$ cat src/rtl/pal_bist_pkg.sv
// Shared types and constants for the PAL built-in self-test controller.
// Holds the FSM state encoding and the MISR compression step.
package pal_bist_pkg;

    localparam int MISR_W = 16;
    localparam int VEC_W  = 4;
    localparam int RESP_W = 5;

    localparam logic [MISR_W-1:0] MISR_POLY = 16'h1021;

    typedef enum logic [1:0] {
        ST_IDLE    = 2'd0,
        ST_SETTLE  = 2'd1,
        ST_CAPTURE = 2'd2,
        ST_DONE    = 2'd3
    } state_e;

    // One MISR step: shift left, fold in the polynomial on MSB carry-out, XOR the response.
    function automatic logic [MISR_W-1:0] misr_step(input logic [MISR_W-1:0] cur,
                                                    input logic [RESP_W-1:0] resp);
        logic [MISR_W-1:0] fb;
        fb = cur[MISR_W-1] ? MISR_POLY : '0;
        return {cur[MISR_W-2:0], 1'b0} ^ fb ^ {{(MISR_W-RESP_W){1'b0}}, resp};
    endfunction

endpackage

$ cat src/rtl/pal_bist_misr.sv
// 16-bit multiple-input signature register compressing 5-bit PAL responses.
// Synchronous seed load takes priority over capture enable.
module pal_bist_misr
    import pal_bist_pkg::*;
#(
    parameter logic [MISR_W-1:0] SEED = 16'h0000
) (
    input  logic              clk,
    input  logic              rst_n,
    input  logic              load,
    input  logic              en,
    input  logic [RESP_W-1:0] din,
    output logic [MISR_W-1:0] nxt,
    output logic [MISR_W-1:0] q
);

    logic [MISR_W-1:0] misr_q;
    logic [MISR_W-1:0] misr_d;

    always_comb begin
        nxt    = misr_step(misr_q, din);
        misr_d = misr_q;
        if (load) begin
            misr_d = SEED;
        end else if (en) begin
            misr_d = nxt;
        end
    end

    always_ff @(posedge clk or negedge rst_n) begin
        if (!rst_n) begin
            misr_q <= SEED;
        end else begin
            misr_q <= misr_d;
        end
    end

    assign q = misr_q;

endmodule

$ cat src/rtl/pal_bist.sv
// BIST sweep controller: steps all 16 PAL input vectors, holds each for a settle
// time, compresses responses into the MISR and flags the final signature match.
module pal_bist
    import pal_bist_pkg::*;
#(
    parameter int unsigned       SETTLE_CYCLES = 1,
    parameter logic [MISR_W-1:0] SEED          = 16'h0000,
    parameter logic [MISR_W-1:0] GOLDEN_SIG    = 16'h0000
) (
    input  logic              clk,
    input  logic              rst_n,
    input  logic              start,
    output logic [VEC_W-1:0]  pal_in,
    input  logic [RESP_W-1:0] pal_out,
    output logic              busy,
    output logic              done,
    output logic              pass,
    output logic [MISR_W-1:0] signature
);

    localparam int               CNT_W    = (SETTLE_CYCLES < 2) ? 1 : $clog2(SETTLE_CYCLES + 1);
    localparam logic [CNT_W-1:0] CNT_INIT = CNT_W'(SETTLE_CYCLES);
    localparam logic [CNT_W-1:0] CNT_ONE  = CNT_W'(1);
    localparam logic [VEC_W-1:0] VEC_ONE  = VEC_W'(1);
    localparam logic [VEC_W-1:0] VEC_LAST = '1;

    state_e            state_q, state_d;
    logic [VEC_W-1:0]  vec_q, vec_d;
    logic [CNT_W-1:0]  cnt_q, cnt_d;
    logic              pass_q, pass_d;
    logic              misr_load;
    logic              misr_en;
    logic [MISR_W-1:0] misr_nxt;
    logic [MISR_W-1:0] misr_q;

    always_comb begin
        state_d   = state_q;
        vec_d     = vec_q;
        cnt_d     = cnt_q;
        pass_d    = pass_q;
        misr_load = 1'b0;
        misr_en   = 1'b0;
        case (state_q)
            ST_IDLE: begin
                if (start) begin
                    state_d   = ST_SETTLE;
                    vec_d     = '0;
                    cnt_d     = CNT_INIT;
                    pass_d    = 1'b0;
                    misr_load = 1'b1;
                end
            end
            ST_SETTLE: begin
                cnt_d = cnt_q - CNT_ONE;
                if (cnt_q == CNT_ONE) begin
                    state_d = ST_CAPTURE;
                end
            end
            ST_CAPTURE: begin
                misr_en = 1'b1;
                // The last vector finalises the verdict on the same edge the signature settles.
                if (vec_q == VEC_LAST) begin
                    pass_d  = (misr_nxt == GOLDEN_SIG);
                    state_d = ST_DONE;
                end else begin
                    vec_d   = vec_q + VEC_ONE;
                    cnt_d   = CNT_INIT;
                    state_d = ST_SETTLE;
                end
            end
            ST_DONE: begin
                state_d = ST_IDLE;
            end
            default: begin
                state_d = ST_IDLE;
            end
        endcase
    end

    always_ff @(posedge clk or negedge rst_n) begin
        if (!rst_n) begin
            state_q <= ST_IDLE;
            vec_q   <= '0;
            cnt_q   <= '0;
            pass_q  <= 1'b0;
        end else begin
            state_q <= state_d;
            vec_q   <= vec_d;
            cnt_q   <= cnt_d;
            pass_q  <= pass_d;
        end
    end

    pal_bist_misr #(
        .SEED (SEED)
    ) u_misr (
        .clk   (clk),
        .rst_n (rst_n),
        .load  (misr_load),
        .en    (misr_en),
        .din   (pal_out),
        .nxt   (misr_nxt),
        .q     (misr_q)
    );

    assign pal_in    = vec_q;
    assign busy      = (state_q == ST_SETTLE) || (state_q == ST_CAPTURE);
    assign done      = (state_q == ST_DONE);
    assign pass      = pass_q;
    assign signature = misr_q;

endmodule
$ cat config.mk
export PLATFORM = sky130hd
export DESIGN_NAME = pal_bist
export DESIGN_NICKNAME = d
export VERILOG_FILES = /design/src/rtl/pal_bist_pkg.sv /design/src/rtl/pal_bist_misr.sv /design/src/rtl/pal_bist.sv
export SDC_FILE = /design/constraint.sdc
export NUM_CORES = 1
export LEC_CHECK = 0
export CELL_PAD_IN_SITES_DETAIL_PLACEMENT = 1
export CELL_PAD_IN_SITES_GLOBAL_PLACEMENT = 1
export CORE_MARGIN = 10
export CORE_UTILIZATION = 37
export DETAILED_ROUTE_END_ITERATION = 8
export PLACE_DENSITY = 0.87
export SYNTH_ARGS = -nofsm -noshare
export SYNTH_HDL_FRONTEND = slang
export SYNTH_SLANG_ARGS = --single-unit
$ cat constraint.sdc
create_clock -name clk -period 1.7 [get_ports clk]
set_input_delay 0.17 -clock clk [delete_from_list [all_inputs] [get_ports clk]]
set_output_delay 0.17 -clock clk [all_outputs]
set_load 0.01 [all_outputs]
# After elaboration in Yosys (flattened, before gate mapping)
# Index checks and enable logic that the tools add are counted.
# classes
n_addsub,2
n_eq_ne,8
muxes,19
n_bitwise,2
n_reduce_logical,10
# ops
op,count
16-bit 2-to-1 mux,2
16-bit zero test,1
16-bit bitwise XOR,1
16-bit by 5-bit bitwise XOR with 16-bit output,1
13-bit 2-to-1 mux,1
3-bit AND reduction,3
4-bit 2-to-1 mux,2
"2-bit != test, second input constant",4
2-bit one-hot mux with 4 select lines,1
4-bit one-hot mux with 2 select lines,1
1-bit 2-to-1 mux,7
2-bit 2-to-1 mux,3
"4-bit by 1-bit adder with 4-bit output, second input constant",1
"2-bit == test, second input constant",2
"4-bit == test, second input constant",1
2-bit nonzero test,2
1-bit one-hot mux with 3 select lines,1
3-bit nonzero test,1
"2-bit by 1-bit == test with 1-bit output, second input constant",1
2-bit zero test,1
1-bit one-hot mux with 2 select lines,1
2-bit AND reduction,1
1-bit logical OR,1
"1-bit subtractor, second input constant",1
# word_totals
reg_bits,24
in_bits,8
wordCells,46

# Longest topological paths before layout
# logic_depth
ltp_word,6
ltp_mapped,7
depth_no_buf,6

# Cells and area by module
# Synthesis repeated with hierarchy kept, for this count alone.
# unflattened
hier_cells,141
area_unflattened_um2,1417.6
# by_module_without_submodules
module,n_inst,cells_each,area_each_um2,seq_area_each_um2
pal_bist_misr,1,76,829.5,400.4
pal_bist,1,65,588.1,200.2

# Worst setup path after synthesis
# No wires, ideal clock.
# synth_timing
path_kind,register to register
startpoint,register state_q[0]
endpoint,register vec_q[3] (netlist: pal_in[3])
arrival_time_ps,1459
slack_ps,175
path_stages_with_launch,7
path_buffers,1
path_cell_list,dfrtp_1 inv_1 ha_1 clkbuf_1 or3b_2 a21oi_1 a221o_1
# synth_between
elab_chain_cells,3
word_cells_on_any_way,7
# synth_lines
item,line,text
from (decl),pal_bist.sv:27,"state_e state_q, state_d;"
from (signal assigned),pal_bist.sv:87,state_q <= state_d;
2-bit == test / 2-bit zero test (equally long branches),pal_bist.sv:43,case (state_q)
2-bit != test (no line) / 2-bit nonzero test (equally long branches),n/a,
3-bit AND reduction (no line),n/a,
to (signal assigned),pal_bist.sv:88,vec_q <= vec_d;
to (decl),pal_bist.sv:28,"logic [VEC_W-1:0] vec_q, vec_d;"
# Parallel ways exist; a longest one is shown, timed or not.
# A chain may end at the register's enable or synchronous reset.

# Worst setup path after layout
# layout_timing
startpoint,register u_misr.misr_q[15] (netlist: u_misr.q[15])
endpoint,output port signature[15]
# layout_lines
item,line,text
from (decl),pal_bist_misr.sv:17,logic [MISR_W-1:0] misr_q;
from (signal assigned),pal_bist_misr.sv:34,misr_q <= misr_d;
to (decl),pal_bist.sv:18,output logic [MISR_W-1:0] signature
# No word-level cell between the ends.

==> summary.txt <==
# DRC -> 0
Crit Path Max Fanout -> 7
final non-filler cell total -> 202
Worst-Margin Slew -> 342 ps
CTS tree -> yes
Mapped Avg Cell Area -> 10.3 sq um
clk sinks -> 24
DP Area -> 1600 sq um
first-pass GRT wire length -> 5.78 mm
diodes inserted -> 0
area added between synthesis and finish -> 34.3%
commonest non-fill, non-tap cells in the layout -> 28 x clkdlybuf4s50_1, 24 x dfrtp_1, 18 x nor2_1
post-synthesis sequential area ratio -> 48.0%
Initial Util -> 37.8%
number of global-route vias before repair -> 1180
initial antenna violation count -> 0
kind of critical path -> register to output pin
P_leak -> 0.724 nW
port bufs -> 30
vias per cell -> 5.25
pin count of the biggest net entering global routing -> 25
die area -> 6100 sq um
share of post-route cells with drive strength above 1 -> 11.5%
Final TNS setup -> 0 ps
Startpoint Class -> register
main flop type after synthesis -> dfrtp_1
Wirelength per Cell -> 17.2 um
most common cell after layout, fill and taps aside -> clkdlybuf4s50_1
pwr dens -> 1860 nW/um^2
Synth warnings -> 0
GRT overflow -> 0
worst min path class -> primary input to async pin
Worst slew margin -> 77.0%
GRT Total Usage -> 11.9%
drt pass-1 iters -> 4
worst r2r src -> state_q[0]$_DFFE_PN0P_
Num CTS Buffers -> 3
status -> finished, final reports clean
worst path bufs/invs -> 1
Layout Skew -> 2.12 ps
maximum clock path buffer count -> 2
Final Hold Viols -> 0
I/O pin cnt -> 31
core area -> 3310 sq um
worst setup margin -> 70.5 ps
clk slew on worst S/H paths -> 130 ps
final instance area -> 1680 sq um
WP data required -> 1530 ps
crit path cell chain -> clkdlybuf4s50_1
hold buffers post-CTS -> 0
WHS -> 185 ps
fmax -> 614 MHz
CP max-delay cell -> clkdlybuf4s50_1
CP max stage delay -> 600 ps
unique cell type count in the Yosys netlist -> 32
DP Wirelength -> 2.58 mm
Die Wd -> 78.1 um
Root Driver -> clkbuf_4
Cell Area, Synth -> 1250 sq um
Clock Latency Late Sink -> 330 ps
fin crit share -> 95.9%
arrival time at the worst endpoint -> 1460 ps
Antenna Nets Post-Route -> 0
Mapped Cells -> 121
Std-Cell Rows -> 21
final setup fails -> 0
GPL Wtd Cong -> 0.807
CP Capture Type -> output pin
EDFF count, synth -> 0
Power Total -> 3.13 mW
asr flop ratio synth -> 100%
H-tree Lvls -> 1
pre-CTS setup slack -> -21.7 ps
Synth Register Bits -> 24
vias after detailed routing -> 1060
Max Cap Viol -> 0
Max Slew Vio Count -> 0
Starting DRT DRC Count -> 44
Crit path max-delay family -> buffers and inverters
maximum vdd drop -> 673 uV
syn nets -> 135
Final Critical Period -> 1630 ps
WL final -> 3.48 mm
crit path from -> u_misr.q[15]$_DFFE_PN0P_
Die Ht -> 78.1 um
Final Util -> 50.7%
# nets final -> 171
Placed Cells -> 194
-- repair_timing --
action / in CTS / in global routing
setup endpoints to repair: 5 / 4
gates cloned: 0 / 0
pin swaps: 0 / 0
gates resized for setup: 4 / 4
setup buffers: 3 / 1
-- final timing paths --
path / end / slack, ps / depth (start not counted)
max: signature[15] / 70 / 1
min: pal_in[0]$_DFFE_PN0P_ / 190 / 2
max reg2reg: pal_in[0]$_DFFE_PN0P_ / 90 / 6
min reg2reg: u_misr.q[9]$_DFFE_PN0P_ / 600 / 2
max in group asynchronous: u_misr.q[0]$_DFFE_PN0P_ / 1280 / 2
min in group clk: u_misr.q[2]$_DFFE_PN0P_ / 550 / 3
-- cells by family after synthesis --
| logic type | share of synthesized area [%] |
|---|---|
| fa+ha+maj | 6.01 |
| xor+xnor | 4.91 |
| compound gates | 15.3 |
| simple gates | 13.1 |
| flops | 48.0 |
| buf+inv | 4.50 |
| mux | 8.11 |
-- cell type report --
class	count	area [sq um]
Clock buffer	4	36.3
Fill cell	382	1630
Inverter	5	18.8
Multi-Input combinational cell	85	604
Sequential cell	24	601
Tap cell	46	57.6
Timing Repair Buffer	38	362
-- worst register-to-register path, delay by kind of cell, from the launching register on --
family	cells	cell delay, ps
AO/OA/AOI/OAI	1	180
adder cells (fa/ha/maj)	1	220
buffers and inverters	1	130
flip-flops	1	420
multiplexers	1	260
AND/OR/NAND/NOR	2	300
-- where the power goes --
group | leakage [nW] | internal, mW | switching, mW
clock | 0.0210 | 0.131 | 0.184
combinational | 0.393 | 0.905 | 0.848
sequential | 0.310 | 0.800 | 0.258
total | 0.724 | 1.84 | 1.29
-- per-layer routing --
layer | vias up | wire, um | GRT usage [%] | part of all wire (%)
met4 | 0 | 107 | 7.53 | 3.1
li1 | 496 | - | - | -
met2 | 22 | 1810 | 20.7 | 52
met5 | - | 0 | 0 | 0
met3 | 7 | 188 | 3.30 | 5.4
met1 | 535 | 1370 | 12.2 | 39
-- registers in the layout, summed over array words and instances, names as in the netlist --
register,cells
pal_in,4
state_q,2
pass,1
u_misr.q,16
cnt_q,1
-- synthesized netlist by cell type (all sizes together) (3+ instances only) --
library cell	n	share of area, %
dfrtp	24	48
nor2	18	5.4
mux2i	9	7.2
a211oi	7	4.2
xnor2	7	4.9
ha	6	6.0
o21ai	6	2.4
inv	5	1.5
a21oi	4	1.6
a22o	4	2.8
buf	4	2.1
clkbuf	3	0.90
Power figures use the tool's default switching activity.
